File: src/rtl/alarm_controller.sv
// Alarm-clock controller: alarm-time setting, edge-triggered ringing, timeout, stop and optional snooze.
// Optional feature macro: ALARM_SNOOZE_EN (builds the SNOOZE state, snooze counter and snooze_btn handling).
module alarm_controller #(
  parameter int SNOOZE_MINUTES       = 5,
  parameter int RING_TIMEOUT_MINUTES = 10
) (
  input  logic       clk,
  input  logic       rst_n,
  input  logic       minute_tick,
  input  logic [7:0] cur_hour_bcd,
  input  logic [7:0] cur_min_bcd,
  input  logic       alarm_en,
  input  logic       set_btn,
  input  logic       inc_hour_btn,
  input  logic       inc_min_btn,
  input  logic       snooze_btn,
  input  logic       stop_btn,
  output logic [7:0] alarm_hour_bcd,
  output logic [7:0] alarm_min_bcd,
  output logic       buzzer,
  output logic       setting,
  output logic       snoozing
);

  localparam logic [1:0] IDLE      = 2'd0;
  localparam logic [1:0] SET_ALARM = 2'd1;
  localparam logic [1:0] RINGING   = 2'd2;
`ifdef ALARM_SNOOZE_EN
  localparam logic [1:0] SNOOZE    = 2'd3;
  localparam logic [3:0] SNZ_LIM   = 4'(SNOOZE_MINUTES);
`endif
  localparam logic [3:0] RING_LIM  = 4'(RING_TIMEOUT_MINUTES);

  logic [1:0] state, state_nxt;
  logic       match, match_q;
  logic [3:0] ring_cnt, ring_cnt_nxt;

  function automatic logic [3:0] sat_inc(input logic [3:0] v);
    return (v == 4'hF) ? v : v + 4'd1;
  endfunction

  function automatic logic [7:0] bcd_inc_min(input logic [7:0] v);
    if (v >= 8'h59)           return 8'h00;
    else if (v[3:0] >= 4'd9)  return {v[7:4] + 4'd1, 4'd0};
    else                      return {v[7:4], v[3:0] + 4'd1};
  endfunction

  function automatic logic [7:0] bcd_inc_hour(input logic [7:0] v);
    if (v >= 8'h23)           return 8'h00;
    else if (v[3:0] >= 4'd9)  return {v[7:4] + 4'd1, 4'd0};
    else                      return {v[7:4], v[3:0] + 4'd1};
  endfunction

  assign match = (cur_hour_bcd == alarm_hour_bcd) && (cur_min_bcd == alarm_min_bcd);

`ifdef ALARM_SNOOZE_EN
  logic [3:0] snz_cnt, snz_cnt_nxt;
`else
  logic [4:0] unused_snooze;
  assign unused_snooze = {snooze_btn, 4'(SNOOZE_MINUTES)};
`endif

  // Next-state logic: disable and button transitions take priority over minute ticks.
  always_comb begin
    state_nxt    = state;
    ring_cnt_nxt = ring_cnt;
`ifdef ALARM_SNOOZE_EN
    snz_cnt_nxt  = snz_cnt;
`endif
    case (state)
      IDLE: begin
        if (set_btn)                            state_nxt = SET_ALARM;
        else if (match && !match_q && alarm_en) state_nxt = RINGING;
      end
      SET_ALARM: begin
        if (set_btn) state_nxt = IDLE;
      end
      RINGING: begin
        if (!alarm_en || stop_btn) state_nxt = IDLE;
`ifdef ALARM_SNOOZE_EN
        else if (snooze_btn)       state_nxt = SNOOZE;
`endif
        else if (minute_tick) begin
          ring_cnt_nxt = sat_inc(ring_cnt);
          if (ring_cnt_nxt >= RING_LIM) state_nxt = IDLE;
        end
      end
`ifdef ALARM_SNOOZE_EN
      SNOOZE: begin
        if (!alarm_en || stop_btn) state_nxt = IDLE;
        else if (minute_tick) begin
          snz_cnt_nxt = sat_inc(snz_cnt);
          if (snz_cnt_nxt >= SNZ_LIM) state_nxt = RINGING;
        end
      end
`endif
      default: state_nxt = IDLE;
    endcase
    // Counters only hold a value while in their own state, so every entry starts from zero.
    if (state_nxt != RINGING) ring_cnt_nxt = 4'd0;
`ifdef ALARM_SNOOZE_EN
    if (state_nxt != SNOOZE)  snz_cnt_nxt  = 4'd0;
`endif
  end

  always_ff @(posedge clk or negedge rst_n) begin
    if (!rst_n) begin
      state          <= IDLE;
      match_q        <= 1'b1;
      ring_cnt       <= 4'd0;
      alarm_hour_bcd <= 8'h07;
      alarm_min_bcd  <= 8'h00;
      buzzer         <= 1'b0;
      setting        <= 1'b0;
    end else begin
      state    <= state_nxt;
      match_q  <= match;
      ring_cnt <= ring_cnt_nxt;
      buzzer   <= (state_nxt == RINGING);
      setting  <= (state_nxt == SET_ALARM);
      if (state == SET_ALARM) begin
        if (inc_hour_btn) alarm_hour_bcd <= bcd_inc_hour(alarm_hour_bcd);
        if (inc_min_btn)  alarm_min_bcd  <= bcd_inc_min(alarm_min_bcd);
      end
    end
  end

`ifdef ALARM_SNOOZE_EN
  always_ff @(posedge clk or negedge rst_n) begin
    if (!rst_n) begin
      snz_cnt  <= 4'd0;
      snoozing <= 1'b0;
    end else begin
      snz_cnt  <= snz_cnt_nxt;
      snoozing <= (state_nxt == SNOOZE);
    end
  end
`else
  assign snoozing = 1'b0;
`endif

endmodule

File: config.mk
export PLATFORM = sky130hd
export DESIGN_NAME = alarm_controller
export DESIGN_NICKNAME = d
export VERILOG_FILES = /design/src/rtl/alarm_controller.sv
export SDC_FILE = /design/constraint.sdc
export NUM_CORES = 1
export LEC_CHECK = 0
export CAP_MARGIN = 20
export CORE_MARGIN = 1
export CORE_UTILIZATION = 48
export DETAILED_ROUTE_END_ITERATION = 10
export MAX_ROUTING_LAYER = met4
export PLACE_DENSITY = 0.8
export SETUP_SLACK_MARGIN = 0.1
export SYNTH_ARGS = -nofsm -noshare
export SYNTH_HDL_FRONTEND = slang
export SYNTH_SLANG_ARGS = --single-unit
File: constraint.sdc
create_clock -name clk -period 2.6 [get_ports clk]
set_clock_uncertainty 0.05 [all_clocks]
set_input_delay 0.52 -clock clk [delete_from_list [all_inputs] [get_ports clk]]
set_output_delay 0.52 -clock clk [all_outputs]
set_load 0.02 [all_outputs]
[Word level (Yosys, flattened, before mapping)]
Index checks and enable logic that the tools add are counted.
Storage, ports and cells
  register bits: 25
  word-level logic and storage cells: 60
Operators by class
  $add $sub $neg: 5
  equal/unequal tests: 9
  mux-type cells: 16
  magnitude comparators: 5
  reductions and logical operators: 16
Operator list (count)
  $mux 8: 4
  $add 4x1->4 const B: 5
  $mux 4: 5
  $eq 8x8->1: 2
  $ge 4x4->1 const B: 3
  $mux 2: 6
  $reduce_and 3->1: 3
  $ge 8x6->1 const B: 1
  $ge 8x7->1 const B: 1
  $reduce_bool 2->1: 4
  $pmux 2 s3: 1
  $eq 2x1->1 const B: 2
  $eq 2x2->1 const B: 2
  $eq 4x4->1 const B: 1
  $reduce_and 2->1: 2
  $logic_and 1x1->1: 3
  $logic_not 1->1: 2
  $logic_not 2->1: 1
  $ne 2x1->1 const B: 1
  $ne 2x2->1 const B: 1
  $logic_or 1x1->1: 1

[Longest topological paths before layout]
  depth in word-level cells: 10
  mapped depth: 6
  gate-level depth less buffers: 6

[Worst setup path after synthesis]
No wires, ideal clock.
  path kind: register to register
  start: register alarm_min_bcd[1]
  end: register alarm_min_bcd[6]
  buffers on the path: 0
  arrival time: 1833 ps
  data required time: 2429 ps
  slack: 596 ps
  stages on the path, launching flop included: 7
  library setup time: 121 ps
  clock period less this slack: 2004 ps
  path through: dfrtp_1 > inv_1 > ha_1 > or3b_1 > a221o_1 > and2_4 > a22o_1
Between the ends
  cells in the longest elaborated chain, start to end: 3
RTL lines
  from (decl): line 19  | output logic [7:0] alarm_min_bcd,
  from (signal assigned): line 123  | if (inc_min_btn) alarm_min_bcd <= bcd_inc_min(alarm_min_bcd);
  $ge 8x7->1 or $ge 4x4->1 (tied branches): line 43, 44
  $reduce_bool 2->1 (no line)
  $reduce_and 3->1 (no line)
Several ways; a longest one is shown, not always the timed one.
A chain may end at the register's enable or synchronous reset.

[Worst setup path in the final report]
  start: register alarm_hour_bcd[2]
  end: output port alarm_hour_bcd[2]
RTL lines
  from (decl): line 18  | output logic [7:0] alarm_hour_bcd,
  from (signal assigned): line 122  | if (inc_hour_btn) alarm_hour_bcd <= bcd_inc_hour(alarm_hour_bcd);
No word-level cell between the ends.

==> impl_metrics.ini <==
[outcome]
status = finished clean

[finish]
diodes = 0
final_cell_mix = clkdlybuf4s50_1 (41), dfrtp_1 (21), xor2_1 (20)
area_delta_synth_final_pct = 31.2
drive_above_1_share = 0.0680
fill_cells = 251
nNetsFinal = 243
layout_commonest_cell = clkdlybuf4s50_1

[die]
num_rows = 20
fp.coreArea_um2 = 3080
die_h_um = 59.4
boundaryPins = 44
start_util = 0.514
dieArea_um2 = 3530
die_w_um = 59.4

[power_and_ir_drop]
p_leak_nw = 0.905
powerDensity_nw_per_um2 = 798
irDropWorstVdd_mv = 0.485
finalPower_mw = 1.66

[route]
wl_per_cell_um = 14.2
ant_nets = 0
vias = 1402
via_per_inst = 5.61
first_pass_iters = 4
drt_iter0_markers = 60
drc_errors = 0
drt-total-wl_mm = 3.56

[critical_path]
cp.required_ns = 2.03
timing.reg2reg.setup_slack_ns = 0.58
timing.rr.end = alarm_min_bcd[6]$_DFFE_PN0P_
path_max_fanout = 6
r2r_start = alarm_min_bcd[1]$_DFFE_PN0P_
cp_top_family = flip-flops
endpoint_kind = output port
cpMaxStageDelayCell = dfstp_2
worstRegToRegCells = 6
cp-start-kind = flop
worstSetupPathType = reg -> out
arrival_ns = 1.55
crit_buf_inv = 1
cp_cell_sequence = clkdlybuf4s50_1
slowest_delay_ns = 0.62

[place]
io_buffer_count = 41
gp_congestion = 0.970
dpl.hpwl_mm = 2.81

[global_route]
grt_max_degree = 26
grt_usage = 0.230
antenna_found_initial = 0
grt_pass1_wl_mm = 5.96
grt_pass1_vias = 1357
overflow = 0

[logic_synthesis]
ys_async_sr_fraction = 1.00
ys_seq_elements = 25
ys_types = 45
synthFlopType = dfrtp_1
syn_inst = 162
ys_warn_count = 0
synth_area_um2 = 1580
synth-edff-count = 0
netlist_top_cells_area = dfrtp_1 (33%), xor2_1 (11%), ha_1 (8.7%), dfstp_2 (6.6%), inv_1 (3.3%)
synth_nets = 198
seq_area_frac_synth = 0.399
syn_avg_cell_area_um2 = 9.76
netlist.area_leader.share = 0.332
synth_top_area_cell = dfrtp_1

[min_path]
hp-class = in -> async

[cts]
root_buffer = clkbuf_4
cts_tree = built
post_cts_buffers = 0
numCtsBuffers = 3
ctsLongestPathBuffers = 2
clkSinkCount = 25
post_cts_resized = 0
clk_pin_slew_ns = 0.13
cts_hold_buf = 0
clock_latency_ns = 0.31
h-tree-depth = 1

[timing]
relSlewSlack = 0.659
fin_setup_tns_ns = 0
finalHoldViolations = 0
rsz0062_at_grt = no
finalMaxSlewViolations = 0
tightest_slew_ns = 0.507
setup_viol_count_final = 0
fmax_ghz = 0.473
min_period_over_period = 0.814
finalCriticalPeriod_ns = 2.12

[run]
drv_cap = 0
[Yosys cell counts, types with 2 or more instances]
library cell	n
and4_1	2
nand3b_1	2
inv_1	14
nand2b_1	3
o31ai_1	2
nor2_1	9
buf_2	2
nand4_1	4
o22ai_1	7
xor2_1	20
dfstp_2	4
nor3_1	2
o32ai_1	3
and2_1	3
dfrtp_1	21
nand2_1	7
nand3_1	6
ha_1	11
nor4_1	5
a31oi_1	2
and3b_1	2
mux2i_1	2
o21ai_0	7
[metal layers]
metal / vias to the layer above / share of wire / track usage / routed length (µm)
li1: 673 / - / - / -
met1: 674 / 0.43 / 0.285 / 1520
met2: 49 / 0.51 / 0.400 / 1830
met3: 6 / 0.051 / 0.0284 / 180
met4: 0 / 0.0065 / 0.0476 / 23
met5: - / 0 / - / 0
[flip-flops by register name (all words and copies together), names as in the netlist]
| signal | cells |
|---|---|
| buzzer | 1 |
| alarm_hour_bcd | 8 |
| match_q | 1 |
| setting | 1 |
| alarm_min_bcd | 8 |
| state | 2 |
| ring_cnt | 4 |
[worst reg2reg max path, cell delays in order (launching register included)]
cell	delay [ns]
dfrtp_1	0.45
inv_1	0.10
ha_1	0.18
or3b_1	0.38
a221o_1	0.37
and2_4	0.20
a22o_1	0.19
[worst max-delay path by stage]
stage,from,cells past startpoint,slack [ns],to
floorplan,alarm_min_bcd[1]$_DFFE_PN0P_,6,0.60,alarm_min_bcd[6]$_DFFE_PN0P_
global placement,cur_hour_bcd[3],5,0.29,buzzer$_DFF_PN0_
detailed placement,cur_hour_bcd[2],5,0.29,ring_cnt[0]$_DFFE_PN0P_
CTS,alarm_hour_bcd[2]$_DFFE_PN1P_,1,0.46,alarm_hour_bcd[2]
global route,alarm_hour_bcd[2]$_DFFE_PN1P_,1,0.42,alarm_hour_bcd[2]
finish,alarm_hour_bcd[2]$_DFFE_PN1P_,1,0.48,alarm_hour_bcd[2]
[metrics by stage]
step                instance area [µm²]   util  cells  worst slack, ns  hold slack, ns
floorplan                          1580      -    162            0.596           0.174
global placement                   2050  0.665    246            0.292           0.488
detailed placement                 2050  0.665    246            0.288           0.502
CTS                                2070  0.674    250            0.459           0.511
global route                       2070  0.674    250            0.424           0.508
finish                             2070  0.674    250            0.484           0.511
[layout make-up]
| cell class | count | area (µm²) | area share |
|---|---|---|---|
| timing repair buffer | 44 | 433 | 0.209 |
| tap | 44 | 55.1 | 0.0265 |
| sequential | 25 | 631 | 0.304 |
| multi-input combinational | 119 | 877 | 0.423 |
| inverter | 14 | 52.6 | 0.0253 |
| clock buffer | 4 | 26.3 | 0.0127 |
[cell families (layout without fill, tap and decap cells)]
| family | count (synthesis) | count (layout) | share of synthesized area |
|---|---|---|---|
| and+or+nand+nor | 56 | 56 | 0.216 |
| AOI/OAI and AO/OA | 28 | 28 | 0.120 |
| DFF | 25 | 25 | 0.399 |
| xor gates and xnor gates | 21 | 21 | 0.116 |
| buffers and inverters | 18 | 62 | 0.0467 |
| adders and majority gates | 11 | 11 | 0.0870 |
| muxes | 2 | 2 | 0.0127 |
| other | 1 | 1 | 0.00237 |
[report_power, final]
part	switching (mW)	leakage, nW	internal (mW)
combinational	0.405	0.571	0.401
sequential	0.170	0.318	0.510
clock	0.110	0.0150	0.0598
Note: power is estimated with default switching activity, not from simulation.
